## config.mk

```make
export PLATFORM = sky130hd
export DESIGN_NAME = fetch_unit_flat
export DESIGN_NICKNAME = d
export VERILOG_FILES = /design/src/rtl/sisd_pkg.sv /design/src/rtl/fetch_unit_if.sv /design/src/rtl/fetch_unit_fifo.sv /design/src/rtl/fetch_unit.sv /design/src/flat_wrapper.sv
export SDC_FILE = /design/constraint.sdc
export NUM_CORES = 1
export LEC_CHECK = 0
export ABC_AREA = 1
export CAP_MARGIN = 20
export CELL_PAD_IN_SITES_DETAIL_PLACEMENT = 1
export CELL_PAD_IN_SITES_GLOBAL_PLACEMENT = 1
export CORE_ASPECT_RATIO = 2
export CORE_UTILIZATION = 47
export DETAILED_ROUTE_END_ITERATION = 10
export PLACE_DENSITY = 0.9
export SETUP_SLACK_MARGIN = 0.2
export SYNTH_ARGS = -nofsm -noshare
export SYNTH_HDL_FRONTEND = slang
export SYNTH_HIERARCHICAL = 1
export SYNTH_SLANG_ARGS = --single-unit
```

## constraint.sdc

```tcl
create_clock -name clk -period 14.7 [get_ports clk]
set_input_delay 2.205 -clock clk [delete_from_list [all_inputs] [get_ports clk]]
set_output_delay 2.205 -clock clk [all_outputs]
set_load 0.02 [all_outputs]
```

## src/rtl/sisd_pkg.sv

```systemverilog
// Shared widths and types for the SISD core front end.
package sisd_pkg;

    localparam int INSTR_W = 32;
    localparam int ADDR_W  = 32;
    localparam logic [INSTR_W-1:0] NOP_INSTR = 32'h0;

    typedef struct packed {
        logic [ADDR_W-1:0]  pc;
        logic [INSTR_W-1:0] data;
    } fetch_entry_t;

endpackage

```

## src/rtl/fetch_unit_if.sv

```systemverilog
// Bundle of the instruction-memory channel, the decode stream and the redirect inputs.
interface fetch_unit_if;

    logic                         imem_req_valid;
    logic                         imem_req_ready;
    logic [sisd_pkg::ADDR_W-1:0]  imem_addr;
    logic                         imem_rsp_valid;
    logic [sisd_pkg::INSTR_W-1:0] imem_rsp_data;
    logic                         instr_valid;
    logic                         instr_ready;
    logic [sisd_pkg::INSTR_W-1:0] instruction;
    logic [sisd_pkg::ADDR_W-1:0]  instr_pc;
    logic                         jump_en;
    logic [sisd_pkg::ADDR_W-1:0]  jump_address;

    modport master (
        output imem_req_valid, imem_addr, instr_valid, instruction, instr_pc,
        input  imem_req_ready, imem_rsp_valid, imem_rsp_data, instr_ready,
               jump_en, jump_address
    );

    modport slave (
        input  imem_req_valid, imem_addr, instr_valid, instruction, instr_pc,
        output imem_req_ready, imem_rsp_valid, imem_rsp_data, instr_ready,
               jump_en, jump_address
    );

endinterface

```

## src/rtl/fetch_unit_fifo.sv

```systemverilog
// Instruction buffer: synchronous FIFO of {pc, word} entries; flush wins over a same-cycle push.
module fetch_fifo
    import sisd_pkg::*;
#(
    parameter int DEPTH = 4
) (
    input  logic                   clk,
    input  logic                   rst,
    input  logic                   push_i,
    input  logic                   pop_i,
    input  logic                   flush_i,
    input  fetch_entry_t           wdata_i,
    output fetch_entry_t           rdata_o,
    output logic [$clog2(DEPTH):0] count_o,
    output logic                   empty_o,
    output logic                   full_o
);

    localparam int PTR_W = $clog2(DEPTH);
    localparam int CNT_W = PTR_W + 1;

    fetch_entry_t     mem_q [DEPTH];
    logic [PTR_W-1:0] rdPtr_q, rdPtr_d;
    logic [PTR_W-1:0] wrPtr_q, wrPtr_d;
    logic [CNT_W-1:0] count_q, count_d;
    logic             doPush, doPop;

    assign empty_o = (count_q == '0);
    assign full_o  = (count_q == CNT_W'(DEPTH));
    assign count_o = count_q;
    assign rdata_o = mem_q[rdPtr_q];

    assign doPop  = pop_i && !empty_o;
    assign doPush = push_i && (!full_o || doPop);

    always_comb begin
        rdPtr_d = rdPtr_q;
        wrPtr_d = wrPtr_q;
        count_d = count_q;
        if (flush_i) begin
            rdPtr_d = '0;
            wrPtr_d = '0;
            count_d = '0;
        end else begin
            if (doPush) wrPtr_d = wrPtr_q + PTR_W'(1);
            if (doPop)  rdPtr_d = rdPtr_q + PTR_W'(1);
            count_d = count_q + CNT_W'(doPush) - CNT_W'(doPop);
        end
    end

    always_ff @(posedge clk) begin
        if (rst) begin
            rdPtr_q <= '0;
            wrPtr_q <= '0;
            count_q <= '0;
        end else begin
            rdPtr_q <= rdPtr_d;
            wrPtr_q <= wrPtr_d;
            count_q <= count_d;
        end
    end

    // Storage needs no reset: occupancy alone decides what is readable.
    always_ff @(posedge clk) begin
        if (doPush && !flush_i && !rst) begin
            mem_q[wrPtr_q] <= wdata_i;
        end
    end

endmodule

```

## src/rtl/fetch_unit.sv

```systemverilog
// Fetch stage: owns the PC, issues in-order memory reads, buffers words for decode, handles redirects.
module fetch_unit
    import sisd_pkg::*;
#(
    parameter logic [ADDR_W-1:0] RESET_PC = 32'h0,
    parameter int                DEPTH    = 4
) (
    input  logic         clk,
    input  logic         rst,
    fetch_unit_if.master bus
);

    localparam int CNT_W = $clog2(DEPTH) + 1;

    logic [ADDR_W-1:0] pc_q, pc_d;
    logic [ADDR_W-1:0] respPc_q, respPc_d;
    logic [CNT_W-1:0]  outstanding_q, outstanding_d;
    logic [CNT_W-1:0]  dropCnt_q, dropCnt_d;
    logic [CNT_W-1:0]  fifoCount;
    logic [CNT_W:0]    inUse;
    logic              fifoEmpty, fifoFull;
    logic              reqFire, rspFire, keepRsp, outFire, redirect;
    fetch_entry_t      pushEntry, headEntry;

    // Requests stop once in-flight plus buffered words would exceed the buffer.
    assign inUse              = {1'b0, outstanding_q} + {1'b0, fifoCount};
    assign bus.imem_req_valid = !rst && !fifoFull && (inUse < (CNT_W + 1)'(DEPTH));
    assign bus.imem_addr      = pc_q;

    assign reqFire  = bus.imem_req_valid && bus.imem_req_ready;
    assign rspFire  = bus.imem_rsp_valid;
    assign keepRsp  = rspFire && (dropCnt_q == '0);
    assign outFire  = bus.instr_valid && bus.instr_ready;
    assign redirect = bus.jump_en && outFire;

    assign pushEntry.pc   = respPc_q;
    assign pushEntry.data = bus.imem_rsp_data;

    fetch_fifo #(
        .DEPTH (DEPTH)
    ) u_fifo (
        .clk     (clk),
        .rst     (rst),
        .push_i  (keepRsp),
        .pop_i   (outFire),
        .flush_i (redirect),
        .wdata_i (pushEntry),
        .rdata_o (headEntry),
        .count_o (fifoCount),
        .empty_o (fifoEmpty),
        .full_o  (fifoFull)
    );

    assign bus.instr_valid = !fifoEmpty;
    assign bus.instruction = fifoEmpty ? NOP_INSTR : headEntry.data;
    assign bus.instr_pc    = fifoEmpty ? '0 : headEntry.pc;

    // On a redirect everything still in flight, including this cycle's request, is wrong-path.
    always_comb begin
        pc_d          = pc_q;
        respPc_d      = respPc_q;
        outstanding_d = outstanding_q + CNT_W'(reqFire) - CNT_W'(rspFire);
        dropCnt_d     = dropCnt_q;
        if (redirect) begin
            pc_d      = bus.jump_address;
            respPc_d  = bus.jump_address;
            dropCnt_d = outstanding_d;
        end else begin
            if (reqFire) pc_d = pc_q + 32'd1;
            if (keepRsp) respPc_d = respPc_q + 32'd1;
            if (rspFire && (dropCnt_q != '0)) dropCnt_d = dropCnt_q - CNT_W'(1);
        end
    end

    always_ff @(posedge clk) begin
        if (rst) begin
            pc_q          <= RESET_PC;
            respPc_q      <= RESET_PC;
            outstanding_q <= '0;
            dropCnt_q     <= '0;
        end else begin
            pc_q          <= pc_d;
            respPc_q      <= respPc_d;
            outstanding_q <= outstanding_d;
            dropCnt_q     <= dropCnt_d;
        end
    end

endmodule

```

## src/flat_wrapper.sv

```systemverilog
// flat-port wrapper written by rule: the top's interface ports become plain ports
module fetch_unit_flat import sisd_pkg::*;
#(
    parameter logic [ADDR_W-1:0] RESET_PC = 32'h0,
    parameter int                DEPTH    = 4
)
  (clk, rst, bus_imem_req_valid, bus_imem_addr, bus_instr_valid, bus_instruction, bus_instr_pc, bus_imem_req_ready, bus_imem_rsp_valid, bus_imem_rsp_data, bus_instr_ready, bus_jump_en, bus_jump_address);
  fetch_unit_if bus_i ();
  input  logic clk;
  input  logic rst;
  output wire logic [$bits(bus_i.imem_req_valid)-1:0] bus_imem_req_valid;
  output wire logic [$bits(bus_i.imem_addr)-1:0] bus_imem_addr;
  output wire logic [$bits(bus_i.instr_valid)-1:0] bus_instr_valid;
  output wire logic [$bits(bus_i.instruction)-1:0] bus_instruction;
  output wire logic [$bits(bus_i.instr_pc)-1:0] bus_instr_pc;
  input wire logic [$bits(bus_i.imem_req_ready)-1:0] bus_imem_req_ready;
  input wire logic [$bits(bus_i.imem_rsp_valid)-1:0] bus_imem_rsp_valid;
  input wire logic [$bits(bus_i.imem_rsp_data)-1:0] bus_imem_rsp_data;
  input wire logic [$bits(bus_i.instr_ready)-1:0] bus_instr_ready;
  input wire logic [$bits(bus_i.jump_en)-1:0] bus_jump_en;
  input wire logic [$bits(bus_i.jump_address)-1:0] bus_jump_address;
  assign bus_imem_req_valid = bus_i.imem_req_valid;
  assign bus_imem_addr = bus_i.imem_addr;
  assign bus_instr_valid = bus_i.instr_valid;
  assign bus_instruction = bus_i.instruction;
  assign bus_instr_pc = bus_i.instr_pc;
  assign bus_i.imem_req_ready = bus_imem_req_ready;
  assign bus_i.imem_rsp_valid = bus_imem_rsp_valid;
  assign bus_i.imem_rsp_data = bus_imem_rsp_data;
  assign bus_i.instr_ready = bus_instr_ready;
  assign bus_i.jump_en = bus_jump_en;
  assign bus_i.jump_address = bus_jump_address;
  fetch_unit #(.RESET_PC(RESET_PC), .DEPTH(DEPTH)) u_core (.clk(clk), .rst(rst), .bus(bus_i));
endmodule
```

==> results of run 1 <==
report_power, final:
group / total [uW] / leakage (uW) / internal (uW) / switching [uW]
Sequential: 1360 / 0.00299 / 1200 / 164
Clock: 761 / 0.000446 / 407 / 354
Combinational: 1260 / 0.00339 / 467 / 794
Total: 3390 / 0.00683 / 2080 / 1310
sequential cells by signal, indices dropped and copies added, names as in the netlist, named ones only:
name,count
u_core/u_fifo/rdPtr_q,2
u_core/bus.imem_addr,32
u_core/respPc_q,32
u_core/u_fifo/wrPtr_q,2
u_core/outstanding_q,3
u_core/u_fifo/count_o,3
u_core/dropCnt_q,3
u_core/u_fifo/mem_q,256
cell type report:
class                      count  area [um^2]
sequential                   335         9270
clock buffer                  36          762
inverter                     188          708
multi-input combinational   1071         5230
timing repair buffer         178         1750
fill                        3686        14400
tap                          432          541
clock inverter                18          169
routing by layer:
metal / vias up / global-route usage, % / wire [um]
li1: 5880 / - / -
met5: - / 0 / 0
met1: 6226 / 27.5 / 16200
met2: 314 / 53.3 / 26000
met4: 0 / 12.2 / 1920
met3: 111 / 2.35 / 1580
per-stage QoR:
stage	total power (uW)	hold slack (ps)	cells	util, %
floorplan	2120	468	1671	-
finish	3390	520	2258	56.2
CTS	3410	514	2258	56.2
detailed placement	2640	501	2204	53.4
global placement	2560	479	2204	53.4
global route	3560	541	2258	56.2
cell families (layout without fill, tap and decap cells):
family	after synthesis	after routing	share of synthesized area, %
simple gates	698	698	19.3
compound gates	347	347	12.1
flops	335	335	59.3
buf+inv	265	420	7.48
fa+ha+maj	15	15	1.30
xor+xnor	11	11	0.616
worst min path at each step:
stage | from | cells past startpoint | slack (ps) | endpoint
4_1_cts | u_core/u_fifo/rdPtr_q[0] | 2 | 510 | register
6_report | u_core/u_fifo/rdPtr_q[0] | 2 | 520 | register
3_5_place_dp | u_core/u_fifo/rdPtr_q[0] | 2 | 500 | register
5_1_grt | u_core/dropCnt_q[2] | 2 | 540 | u_core/dropCnt_q[2]
3_3_place_gp | u_core/u_fifo/rdPtr_q[1] | 2 | 480 | register
2_1_floorplan | u_core/u_fifo/rdPtr_q[1] | 2 | 470 | register
cells in the mapped netlist (2+ instances only):
cell type / number / share of area (%)
nor2_1: 282 / 6.8
nand2_1: 267 / 6.4
edfxtp_1: 256 / 49
inv_1: 176 / 4.2
o21ai_0: 123 / 3.9
nand3_1: 87 / 2.8
dfxtp_1: 79 / 10
o21ai_1: 71 / 2.3
o22ai_1: 64 / 2.6
a21oi_1: 57 / 1.8
clkbuf_1: 26 / 0.62
buf_2: 21 / 0.67
buf_6: 17 / 1.2
nor2_4: 14 / 1.0
ha_1: 13 / 1.0
a31oi_1: 12 / 0.48
nand2_2: 11 / 0.44
nand3b_1: 11 / 0.53
inv_2: 9 / 0.22
nor2_2: 8 / 0.32
xor2_1: 7 / 0.39
a21oi_2: 6 / 0.34
buf_1: 6 / 0.14
o211ai_1: 5 / 0.24
o21bai_1: 5 / 0.24
buf_4: 4 / 0.19
nand2_4: 4 / 0.29
xnor2_1: 4 / 0.22
clkbuf_2: 3 / 0.096
clkinv_1: 2 / 0.048
fa_1: 2 / 0.26
nand3_2: 2 / 0.13
nor3_1: 2 / 0.064
nor3_2: 2 / 0.13
or2_2: 2 / 0.080
worst max-delay path, stage by stage:
cell             delay [ps]
clkdlybuf4s50_1         400
buf_4                   200
inv_2                   740
nand2_2                 190
nor2_4                  160
clkdlybuf4s50_1         610
cells in the final DEF (no fill, tap or decap), drive strengths merged, types with 2 or more instances in the layout:
master and instances:
clkinvlp 3, nor3 4, o211ai 5, o21ai 194, nand2 282, nor2 304
ha 13, xnor2 4, edfxtp 256, inv 187, a21oi 63, o22ai 64
o21bai 5, fa 2, dfxtp 79, bufinv 2, nand3b 11, clkbuf 36
a31oi 12, nand3 90, buf 11, clkdlybuf4s50 167, or2 4, clkinv 14
xor2 7
==> flow_summary_export.csv, run 1 <==
group,metric,value,unit
synthesis,synth.ff_latch_count,335,
cts,clkTransAtPathRegs,70,ps
finish,diodes,0,
cts,cts_tree,"done",
cts,cts_buffers,29,
grt,antenna_found_initial,0,
floorplanning,die_area,34100,um^2
grt,grt_max_degree,97,
power_and_ir_drop,power_density,184,nW/um^2
setup_path,timing.rr.start,"u_core/u_fifo/count_o[1]",
timing,skew,11.6,ps
cts,cts_max_level,1,
setup_path,worstSetupStartpoint,"rst",
placed_design,dpl_worst_slack,7950,ps
setup_path,endpoint,"bus_imem_req_valid",
cts,cts_buffer_depth,3,
grt,grt_pass1_vias,13300,
placed_design,gp_congestion,0.840,
setup_path,cp-end-kind,"output port",
grt,grt_pass1_wl,69900,um
drt,routed_via_density,5.55,
cts,insertion_delay,570,ps
setup_path,worstSetupStartpointType,"input port",
grt,grt_util_all_layers,27.0,%
floorplanning,io_pins,168,
synthesis,syn_nets,1756,
grt,grt_overflow,0,
timing,finalSetupTns,0,ps
drt,drt_wl_total,45700,um
finish,final_nets,1888,
power_and_ir_drop,peakVddDrop,0.125,mV
setup_path,cp_max_fo,60,
timing,tightest_slew,1080,ps
timing,slew-limit-headroom,27.7,%
synthesis,synthCells,1671,
setup_path,crit_required,12490,ps
synthesis,synth_area_per_cell,9.36,um^2
outcome,status,"completed",
timing,grt_setup_unrepaired,"false",
setup_path,reg2reg_to,"u_core/u_fifo/mem_q[3][59]",
timing,hold_viol_final,0,
power_and_ir_drop,p_leak,0.00683,uW
timing,fin_crit_sh,45.8,%
setup_path,rrSetupSlack,9790,ps
synthesis,yosysWarnings,6,
synthesis,ys.flop_type,"edfxtp_1",
synthesis,syn_area,15600,um^2
job,cap_violations,0,
synthesis,async_flop_share,0,%
timing,slew_violations,0,
cts,post_cts_buffers,0,
finish,fin_area,18400,um^2
floorplanning,start_util,47.7,%
cts,cts-root-buf,"clkbuf_16",
timing,setup_violations,0,
finish,drive_above_1_share,6.74,%
timing,fin_ws,7960,ps
setup_path,arrival,4530,ps
placed_design,port_buffers,167,
floorplanning,die_w,131,um
floorplanning,die_h,260,um
drt,avgRoutedWirePerCell,20.2,um
floorplanning,rows,94,
worst_hold_path,min_path_type,"reg2reg",
synthesis,ys_types,46,
timing,max_freq,148,MHz
drt,drcViolationCount,0,
timing,post-route-min-period,6740,ps
cts,cts_sinks,335,
floorplanning,core-area,32800,um^2
cts,holdBufCountCts,0,
drt,vias,12500,
cts,cts.repair.resized,0,
synthesis,synth_edf_count,256,
placed_design,place_hpwl,29400,um
drt,drtIter0Drc,648,
setup_path,rr_worst_depth,12,
drt,drtAntennaViolNets,0,
finish,syn_to_final_growth,17.9,%
synthesis,ys_seq_area_share,59.3,%
drt,dr.pass1.iters,5,
placed_design,place_area,17500,um^2
setup_path,crit_type,"in2out",
Power figures use the tool's default switching activity.
==> run 2, diff against run 1 <==
--- a/config.mk
+++ b/config.mk
@@ -10,9 +10,9 @@
 export CELL_PAD_IN_SITES_DETAIL_PLACEMENT = 1
 export CELL_PAD_IN_SITES_GLOBAL_PLACEMENT = 1
 export CORE_ASPECT_RATIO = 2
-export CORE_UTILIZATION = 47
+export CORE_UTILIZATION = 40
 export DETAILED_ROUTE_END_ITERATION = 10
-export PLACE_DENSITY = 0.9
+export PLACE_DENSITY = 0.82
 export SETUP_SLACK_MARGIN = 0.2
 export SYNTH_ARGS = -nofsm -noshare
 export SYNTH_HDL_FRONTEND = slang
==> constraint.sdc (replaced) <==
create_clock -name clk -period 5.9 [get_ports clk]
set_input_delay 0.885 -clock clk [delete_from_list [all_inputs] [get_ports clk]]
set_output_delay 0.885 -clock clk [all_outputs]
set_load 0.02 [all_outputs]
==> flow_summary_export.csv, run 2 (same netlist as run 1, synthesis figures left out) <==
group,metric,value,unit
outcome,status,"completed",
power_and_ir_drop,switching_share,37.7,%
drt,drtAntennaViolNets,0,
power_and_ir_drop,power.switching,3220,uW
finish,final_nets,1892,
cts,cts_tree,"done",
cts,clkTransAtPathRegs,60,ps
drt,drcViolationCount,0,
drt,routed_via_density,5.26,
cts,cts_buffer_depth,3,
power_and_ir_drop,power_density,457,nW/um^2
setup_path,timing.rr.start,"u_core/u_fifo/count_o[1]",
cts,post_cts_buffers,0,
worst_hold_path,min_path_type,"reg2reg",
cts,cts_sinks,335,
setup_path,arrival,3440,ps
floorplanning,rows,102,
power_and_ir_drop,clock_power_share,23.6,%
placed_design,gp_congestion,0.840,
cts,cts.repair.resized,0,
setup_path,reg2reg_to,"u_core/respPc_q[30]",
grt,grt_util_all_layers,22.8,%
finish,fin_area,18700,um^2
setup_path,cp_max_fo,94,
finish,syn_to_final_growth,19.3,%
cts,cts_buffers,29,
placed_design,port_buffers,167,
floorplanning,core-area,38700,um^2
floorplanning,die_w,142,um
setup_path,cp-end-kind,"output port",
drt,vias,12400,
timing,finalSetupTns,0,ps
power_and_ir_drop,seqPwrFrac,39.8,%
grt,grt_pass1_vias,13400,
grt,grt_max_degree,95,
placed_design,place_hpwl,29600,um
drt,avgRoutedWirePerCell,19.0,um
timing,max_freq,231,MHz
timing,hold_viol_final,0,
floorplanning,io_pins,168,
worst_hold_path,min_from,"u_core/u_fifo/rdPtr_q[1]",
cts,insertion_delay,570,ps
finish,layoutNonFillerInstCount,2351,
grt,grt_pass1_wl,70300,um
timing,grt_setup_unrepaired,"false",
placed_design,place_area,17700,um^2
power_and_ir_drop,peakVddDrop,0.287,mV
power_and_ir_drop,p_total,8530,uW
power_and_ir_drop,p_leak,0.00690,uW
setup_path,rr_worst_depth,11,
drt,drt_wl_total,44700,um
finish,final_common_cell,"nor2_1",
finish,fill_cells,4415,
setup_path,worstSetupStartpointType,"register",
setup_path,rrSetupSlack,2390,ps
floorplanning,start_util,40.5,%
grt,antenna_found_initial,2,
finish,largest_reg_flops,256,
power_and_ir_drop,comb_power_share,36.5,%
timing,fin_crit_sh,73.3,%
power_and_ir_drop,p_int,5310,uW
setup_path,crit_required,5020,ps
cts,cts_max_level,1,
setup_path,crit_type,"reg2out",
drt,dr.pass1.iters,4,
worst_hold_path,whs_path_depth,2,
timing,setup_violations,0,
timing,finalHoldWorstSlack,522,ps
placed_design,dp_cells,2296,
timing,slew_violations,0,
timing,post-route-min-period,4320,ps
cts,holdBufCountCts,0,
floorplanning,die_area,39900,um^2
finish,layout_common_cells,"nor2_1, nand2_1, edfxtp_1",
finish,drive_above_1_share,7.11,%
floorplanning,die_h,282,um
timing,slew-limit-headroom,31.5,%
drt,drtIter0Drc,622,
timing,skew,25.9,ps
finish,largest-register,"u_core/u_fifo/mem_q",
job,cap_violations,0,
timing,tightest_slew,1030,ps
cts,cts-root-buf,"clkbuf_16",
grt,grt_overflow,0,
-- run 2: cell types whose count changed in the layout (fill, tap and decap cells not counted), moves of 2 or more --
cell / delta
buf_4: +4
clkbuf_16: +3
clkbuf_8: +5
clkinv_1: -5
clkinv_2: -2
clkinv_4: -2
clkinvlp_4: -2
diode_2: +2
-- run 2: layout make-up --
type,count,area [um^2],area share (%)
Clock buffer,45,910,4.87
Inverter,188,708,3.79
Antenna cell,2,5.00,0.0268
Sequential cell,335,9270,49.7
Tap cell,520,651,3.49
Clock inverter,8,104,0.556
Multi-Input combinational cell,1071,5230,28.0
Timing Repair Buffer,182,1780,9.56
-- run 2: stage by stage --
step           worst slack (ps)  utilization [%]
2_1_floorplan              1150                -
3_3_place_gp               2230             45.6
3_5_place_dp               2170             45.6
4_1_cts                    1600             48.3
5_1_grt                    1370             48.3
6_report                   1580             48.3
-- run 2: worst max-delay path, cell delays in order, from the launching register on --
cell	delay (ps)
dfxtp_4	580
buf_4	760
o21ai_0	270
o22ai_1	340
inv_1	70
nor2_1	100
clkdlybuf4s50_1	620
-- run 2: how the worst max path moves through the flow --
stage | startpoint | end | slack [ps] | cells past startpoint
3_5_place_dp | bus_imem_rsp_valid | u_core/u_fifo/mem_q[3][19] | 2170 | 8
3_3_place_gp | bus_imem_rsp_valid | u_core/u_fifo/mem_q[3][19] | 2230 | 8
4_1_cts | register | bus_instr_pc[29] | 1600 | 6
6_report | register | bus_instr_pc[29] | 1580 | 6
5_1_grt | register | bus_instr_pc[29] | 1370 | 6
2_1_floorplan | u_core/u_fifo/count_o[1] | u_core/u_fifo/mem_q[0][0] | 1150 | 12
-- run 2: power groups by stage --
stage | Clock (uW) | Combinational (uW) | Sequential (uW)
CTS | 2070 | 3170 | 3400
finish | 2020 | 3120 | 3400
global route | 2130 | 3430 | 3450
global placement | 0 | 3040 | 3400
floorplan | 0 | 1910 | 3370
detailed placement | 0 | 3150 | 3440
-- run 2: routing by layer --
layer,routed length [um],global-route usage (%),part of all wire (%),vias up
li1,-,-,-,5892
met1,16300,23.6,37,6093
met2,24500,44.0,55,277
met3,1250,1.66,2.8,114
met4,2610,13.8,5.8,0
met5,0,0,0,-
